--- src/rtl/bitstream_pkg.sv ---
// Shared types and helpers for the configuration bitstream serializer.
//   serializer_state_e : IDLE (shift register empty) / SHIFT (holding a byte)
//   idx_width()        : width of the bit index for a given input beat width
package bitstream_pkg;

    typedef enum logic {
        IDLE  = 1'b0,
        SHIFT = 1'b1
    } serializer_state_e;

    // Bits needed to index every bit of a width-bit beat (never below 1).
    function automatic int unsigned idx_width(input int unsigned width);
        return (width < 2) ? 1 : $clog2(width);
    endfunction

endpackage

--- src/rtl/axi_stream_if.sv ---
// Minimal AXI-stream interface shared by the byte input and bit output ports.
//   tvalid / tready : handshake
//   tdata           : DATA_WIDTH-bit payload
//   tlast           : frame boundary marker
interface axi_stream_if #(
    parameter int unsigned DATA_WIDTH = 8
);
    logic                  tvalid;
    logic                  tready;
    logic [DATA_WIDTH-1:0] tdata;
    logic                  tlast;

    modport master (output tvalid, output tdata, output tlast, input tready);
    modport slave  (input tvalid, input tdata, input tlast, output tready);
endinterface

--- src/rtl/bitstream_serializer.sv ---
// Width down-converter feeding the fabric configuration port: accepts
// IN_WIDTH-bit beats and emits them one bit per beat, keeping frame
// boundaries (input tlast lands on that beat's final bit).
// Ports:
//   clk, rst_n  : clock, synchronous active-low reset
//   s_bytes     : IN_WIDTH-bit AXI-stream slave (byte input)
//   m_bits      : 1-bit AXI-stream master (bit output)
//   busy        : a byte is held / being shifted
//   frame_bits  : bits sent in the current or most recent frame (saturating)
//   frame_done  : one-cycle pulse after the tlast bit handshakes
module bitstream_serializer
    import bitstream_pkg::*;
#(
    parameter int unsigned IN_WIDTH    = 8,
    parameter bit          MSB_FIRST   = 1'b1,
    parameter int unsigned COUNT_WIDTH = 16
) (
    input  logic                   clk,
    input  logic                   rst_n,
    axi_stream_if.slave            s_bytes,
    axi_stream_if.master           m_bits,
    output logic                   busy,
    output logic [COUNT_WIDTH-1:0] frame_bits,
    output logic                   frame_done
);

    localparam int unsigned      IDX_W    = idx_width(IN_WIDTH);
    localparam logic [IDX_W-1:0] LAST_IDX = IDX_W'(IN_WIDTH - 1);

    serializer_state_e state, state_next;
    logic [IN_WIDTH-1:0] shreg;
    logic [IDX_W-1:0]    idx;
    logic                last_q;
    logic                new_frame_q;   // next bit handshake starts a new frame
    logic                at_last;
    logic                in_ready;
    logic                in_hs;
    logic                out_hs;
    logic                load;
    logic                shift;

    assign at_last = (idx == LAST_IDX);
    assign out_hs  = (state == SHIFT) && m_bits.tready;

    // Ready is combinational from m_bits.tready so a new byte can replace
    // the final bit in the same cycle (no bubble); held low during reset.
    assign in_ready = rst_n && ((state == IDLE) || (at_last && m_bits.tready));
    assign in_hs    = s_bytes.tvalid && in_ready;

    assign s_bytes.tready = in_ready;
    assign m_bits.tvalid  = (state == SHIFT);
    assign m_bits.tdata   = (state == SHIFT) &&
                            (MSB_FIRST ? shreg[IN_WIDTH-1] : shreg[0]);
    assign m_bits.tlast   = (state == SHIFT) && last_q && at_last;
    assign busy           = (state == SHIFT);

    always_comb begin
        state_next = state;
        load       = 1'b0;
        shift      = 1'b0;
        case (state)
            IDLE: begin
                if (in_hs) begin
                    state_next = SHIFT;
                    load       = 1'b1;
                end
            end
            SHIFT: begin
                if (out_hs) begin
                    if (!at_last) begin
                        shift = 1'b1;
                    end else if (in_hs) begin
                        load = 1'b1;
                    end else begin
                        state_next = IDLE;
                    end
                end
            end
            default: state_next = IDLE;
        endcase
    end

    always_ff @(posedge clk) begin
        if (!rst_n) begin
            state       <= IDLE;
            shreg       <= '0;
            idx         <= '0;
            last_q      <= 1'b0;
            new_frame_q <= 1'b0;
            frame_bits  <= '0;
            frame_done  <= 1'b0;
        end else begin
            state      <= state_next;
            frame_done <= out_hs && m_bits.tlast;

            if (load) begin
                shreg  <= s_bytes.tdata;
                last_q <= s_bytes.tlast;
                idx    <= '0;
            end else if (shift) begin
                shreg <= MSB_FIRST ? {shreg[IN_WIDTH-2:0], 1'b0}
                                   : {1'b0, shreg[IN_WIDTH-1:1]};
                idx   <= idx + IDX_W'(1);
            end

            // Count restarts at 1 on the first bit after a tlast bit, so the
            // final count of a frame stays readable until the next frame.
            if (out_hs) begin
                new_frame_q <= m_bits.tlast;
                if (new_frame_q) begin
                    frame_bits <= COUNT_WIDTH'(1);
                end else if (frame_bits != '1) begin
                    frame_bits <= frame_bits + COUNT_WIDTH'(1);
                end
            end
        end
    end

endmodule

--- src/flat_wrapper.sv ---
// flat-port wrapper written by rule: the top's interface ports become plain ports
module bitstream_serializer_flat import bitstream_pkg::*;
#(
    parameter int unsigned IN_WIDTH    = 8,
    parameter bit          MSB_FIRST   = 1'b1,
    parameter int unsigned COUNT_WIDTH = 16
)
  (clk, rst_n, busy, frame_bits, frame_done, s_bytes_tvalid, s_bytes_tdata, s_bytes_tlast, s_bytes_tready, m_bits_tvalid, m_bits_tdata, m_bits_tlast, m_bits_tready);
  axi_stream_if #(.DATA_WIDTH(8)) s_bytes_i ();
  axi_stream_if #(.DATA_WIDTH(1)) m_bits_i ();
  input  logic clk;
  input  logic rst_n;
  output logic busy;
  output logic [COUNT_WIDTH-1:0] frame_bits;
  output logic frame_done;
  input wire logic [$bits(s_bytes_i.tvalid)-1:0] s_bytes_tvalid;
  input wire logic [$bits(s_bytes_i.tdata)-1:0] s_bytes_tdata;
  input wire logic [$bits(s_bytes_i.tlast)-1:0] s_bytes_tlast;
  output wire logic [$bits(s_bytes_i.tready)-1:0] s_bytes_tready;
  output wire logic [$bits(m_bits_i.tvalid)-1:0] m_bits_tvalid;
  output wire logic [$bits(m_bits_i.tdata)-1:0] m_bits_tdata;
  output wire logic [$bits(m_bits_i.tlast)-1:0] m_bits_tlast;
  input wire logic [$bits(m_bits_i.tready)-1:0] m_bits_tready;
  assign s_bytes_i.tvalid = s_bytes_tvalid;
  assign s_bytes_i.tdata = s_bytes_tdata;
  assign s_bytes_i.tlast = s_bytes_tlast;
  assign s_bytes_tready = s_bytes_i.tready;
  assign m_bits_tvalid = m_bits_i.tvalid;
  assign m_bits_tdata = m_bits_i.tdata;
  assign m_bits_tlast = m_bits_i.tlast;
  assign m_bits_i.tready = m_bits_tready;
  bitstream_serializer #(.IN_WIDTH(IN_WIDTH), .MSB_FIRST(MSB_FIRST), .COUNT_WIDTH(COUNT_WIDTH)) u_core (.clk(clk), .rst_n(rst_n), .s_bytes(s_bytes_i), .m_bits(m_bits_i), .busy(busy), .frame_bits(frame_bits), .frame_done(frame_done));
endmodule
--- config.mk ---
export PLATFORM = sky130hd
export DESIGN_NAME = bitstream_serializer_flat
export DESIGN_NICKNAME = d
export VERILOG_FILES = /design/src/rtl/bitstream_pkg.sv /design/src/rtl/axi_stream_if.sv /design/src/rtl/bitstream_serializer.sv /design/src/flat_wrapper.sv
export SDC_FILE = /design/constraint.sdc
export NUM_CORES = 1
export LEC_CHECK = 0
export ABC_AREA = 1
export BUFFER_PORTS_ARGS = -buffer_cell sky130_fd_sc_hd__buf_2
export CAP_MARGIN = 25
export CORE_MARGIN = 3
export CORE_UTILIZATION = 47
export CTS_BUF_LIST = sky130_fd_sc_hd__clkbuf_2 sky130_fd_sc_hd__clkbuf_4 sky130_fd_sc_hd__clkbuf_8
export DETAILED_ROUTE_END_ITERATION = 8
export PLACE_DENSITY = 0.78
export RECOVER_POWER = 50
export SLEW_MARGIN = 0
export SYNTH_ARGS = -nofsm -noshare
export SYNTH_HDL_FRONTEND = slang
export SYNTH_SLANG_ARGS = --single-unit
--- constraint.sdc ---
create_clock -name clk -period 2.75 [get_ports clk]
set_clock_uncertainty 0.2 [all_clocks]
set_input_delay 0 -clock clk [delete_from_list [all_inputs] [get_ports clk]]
set_output_delay 0 -clock clk [all_outputs]
set_load 0.005 [all_outputs]
==> results_dict.tcl <==
set metrics [dict create \
    run_status "finished, final reports clean" \
    ff2ff_setup_slack_ns 0.29 \
    fmax_mhz 407 \
    worst_hold_slack_ns 0.298 \
    gp_routability_congestion 0.842 \
    tritoncts.num_buffers 5 \
    ratio_of_cells_with_drive_above_1_in_the_final_layout 0.175 \
    hold_viol_final 0 \
    die_width_um 65.5 \
    antenna_cells_inserted 0 \
    antenna_found_initial 0 \
    detailed_place_hpwl_mm 2.59 \
    synthDominantCellAreaShare 0.373 \
    area_delta_synth_final_pct 30.4 \
    clock_sink_count 31 \
    timing.final.setup_violations 0 \
    netlist-cell-type-count 27 \
    number_of_iterations_in_the_first_detailed_routing_pass 4 \
    critPathLaunch "u_core.idx[0]$_SDFFE_PP0P_" \
    grt_max_degree 20 \
    initial_core_util 0.519 \
    placed_area_um2 1860 \
    yosysTopAreaCell "sky130_fd_sc_hd__dfxtp_1" \
    antenna_violating_nets_post_route 0 \
    slew_viol_final 0 \
    cts_resized 0 \
    fin_nets 324 \
    mostFrequentLayoutCells "sky130_fd_sc_hd__nand2_1, sky130_fd_sc_hd__nor2_1, sky130_fd_sc_hd__dfxtp_1" \
    critPathKind "reg2reg" \
    worst-endpoint-required_ns 2.79 \
    hold_path_class "in2reg" \
    tritoncts_clock_tree "yes" \
    route.detailed.vias_per_inst 4.85 \
    htree_num_levels 2 \
    post_synth_main_area_contributors "sky130_fd_sc_hd__dfxtp_1, sky130_fd_sc_hd__nand2_1, sky130_fd_sc_hd__nor2_1" \
    layout_worst_path_cycle_share 0.893 \
    dominantRegCellSynth "sky130_fd_sc_hd__dfxtp_1" \
    post-route-drc-count 0 \
    mappedNetlistNets 266 \
    cts_hold_buffers 22 \
    placedCellCount 323 \
    buffer_ports.inserted 34 \
    worst_setup_path_start_kind "flop" \
    wirelength_per_cell_um 11.3 \
    crit_fanout 10 \
    grt_first_pass_wirelength_mm 6.68 \
    globalRouteOverflowTotal 0 \
    drt_total_wl_mm 3.97 \
    final_sum_of_negative_setup_slack_ns 0 \
    cts.reportedPaths.clkPinSlew_ns 0.11 \
    number_of_flops_mapped_to_enable_cells_by_yosys 0 \
    cts_buffer_depth 2 \
    fin_area_um2 2170 \
    io_pins 35 \
    power_dens_cells_nw_per_um2 469 \
    post_synth_inst_count 250 \
    clk_latency_ns 0.34 \
    cellLeakagePower_nw 1.05 \
    cap_violations 0 \
    report.power.total_mw 1.02 \
    synth-warning-count 0 \
    worst_min_delay_path_startpoint "s_bytes_tdata[7]" \
    grt_util_all_layers 0.204 \
    rsz_0062_raised_after_global_routing "false" \
    layout.cells.most_common "sky130_fd_sc_hd__nand2_1" \
    critical_path.endpoint_type "flop" \
    drt-initial-drc-count 123 \
    r2r_start "u_core.idx[0]$_SDFFE_PP0P_" \
    core_region_area_um2 3200 \
    layoutNonFillerInstCount 353 \
    asyncSetResetFlopFracSynth 0 \
    max_slew_margin 0.724 \
    floorplan.die.height_um 65.5 \
    layout_min_cycle_time_ns 2.46 \
    die_area_um2 4290 \
    post_synth_instance_area_um2 1660 \
    syn_avg_cell_area_um2 6.65 \
    synth.yosys.seq_area_share 0.373 \
    synth.ff_latch_count 31 \
    arrival_ns 2.50 \
    vdd.ir_drop.worst_mv 0.319 \
    vias_in_the_first_global_route 1580 \
    cts-root-buf "sky130_fd_sc_hd__clkbuf_4" \
    total_setup_buffers_inserted_after_cts 0 \
    detailroute.via_count 1712 \
    tightestPinTransition_ns 0.413 \
    rows 20 \
]
==> cells in the mapped netlist, types with 2 or more instances <==
library cell and count:
sky130_fd_sc_hd__nand2_1 83, sky130_fd_sc_hd__a31oi_1 7, sky130_fd_sc_hd__clkinv_1 2, sky130_fd_sc_hd__buf_4 2, sky130_fd_sc_hd__inv_2 2, sky130_fd_sc_hd__nand3_1 21, sky130_fd_sc_hd__ha_1 3, sky130_fd_sc_hd__xor2_1 3
sky130_fd_sc_hd__a21oi_2 8, sky130_fd_sc_hd__nor2_1 33, sky130_fd_sc_hd__a21oi_1 4, sky130_fd_sc_hd__nor3_1 2, sky130_fd_sc_hd__nand2_2 2, sky130_fd_sc_hd__nor2_2 2, sky130_fd_sc_hd__dfxtp_1 31, sky130_fd_sc_hd__nand4_1 5
sky130_fd_sc_hd__buf_2 3, sky130_fd_sc_hd__inv_1 28
==> per-layer routing <==
metal,vias to the layer above,global-route usage,share of wire
met3,7,0.0598,0.051
li1,900,-,-
met5,-,0,0
met1,757,0.221,0.41
met4,0,0.0829,0.019
met2,48,0.369,0.52
==> cells by family (layout without fill, tap and decap cells) <==
kind of cell,count (synthesis),count (layout),synth area share
simple gates,152,152,0.396
buf+inv,39,98,0.0993
flops,31,31,0.373
compound gates,21,21,0.0880
xor+xnor,4,4,0.0211
fa+ha+maj,3,3,0.0226
==> critical path, cell delays in order, from the launching register on <==
cell and delay [ns]:
sky130_fd_sc_hd__dfxtp_1 0.33, sky130_fd_sc_hd__ha_1 0.19, sky130_fd_sc_hd__ha_1 0.20, sky130_fd_sc_hd__nand2_1 0.06
sky130_fd_sc_hd__nand2_1 0.04, sky130_fd_sc_hd__inv_1 0.07, sky130_fd_sc_hd__nor2_1 0.06, sky130_fd_sc_hd__nand2_2 0.15
sky130_fd_sc_hd__clkinv_1 0.26, sky130_fd_sc_hd__nand2_1 0.13, sky130_fd_sc_hd__a31oi_1 0.10, sky130_fd_sc_hd__dlygate4sd3_1 0.57
==> stage by stage <==
stage,util,worst slack [ns]
detailed placement,0.580,0.858
floorplan,-,1.05
global route,0.677,0.106
global placement,0.580,0.855
finish,0.677,0.293
CTS,0.682,0.342
==> final timing paths <==
| check | endpoint | depth (start not counted) |
|---|---|---|
| worst max-delay path | u_core.shreg[5]$_SDFFE_PN0P_ | 11 |
| worst min-delay path | u_core.shreg[7]$_SDFFE_PN0P_ | 4 |
| worst max register to register | u_core.shreg[5]$_SDFFE_PN0P_ | 11 |
| worst min register to register | u_core.frame_bits[13]$_SDFFE_PN0P_ | 2 |
==> layout make-up <==
cell class	instances	area [µm²]
Fill cell	288	1030
Multi-Input combinational cell	180	870
Sequential cell	31	621
Tap cell	44	55.1
Timing Repair Buffer	58	398
Clock inverter	2	60.1
Inverter	32	120
Clock buffer	6	45.0
==> flip-flops by register name, summed over array words and instances (netlist names) <==
register            cells
u_core.shreg            8
u_core.busy             1
u_core.idx              3
u_core.frame_bits      16
u_core.new_frame_q      1
u_core.frame_done       1
u_core.last_q           1
==> power by group <==
part / switching [mW] / internal (mW) / leakage (nW)
sequential: 0.00862 / 0.459 / 0.251
clock: 0.166 / 0.294 / 0.0559
combinational: 0.0470 / 0.0428 / 0.741
total: 0.221 / 0.796 / 1.05
(Power assumes the default switching activity.)
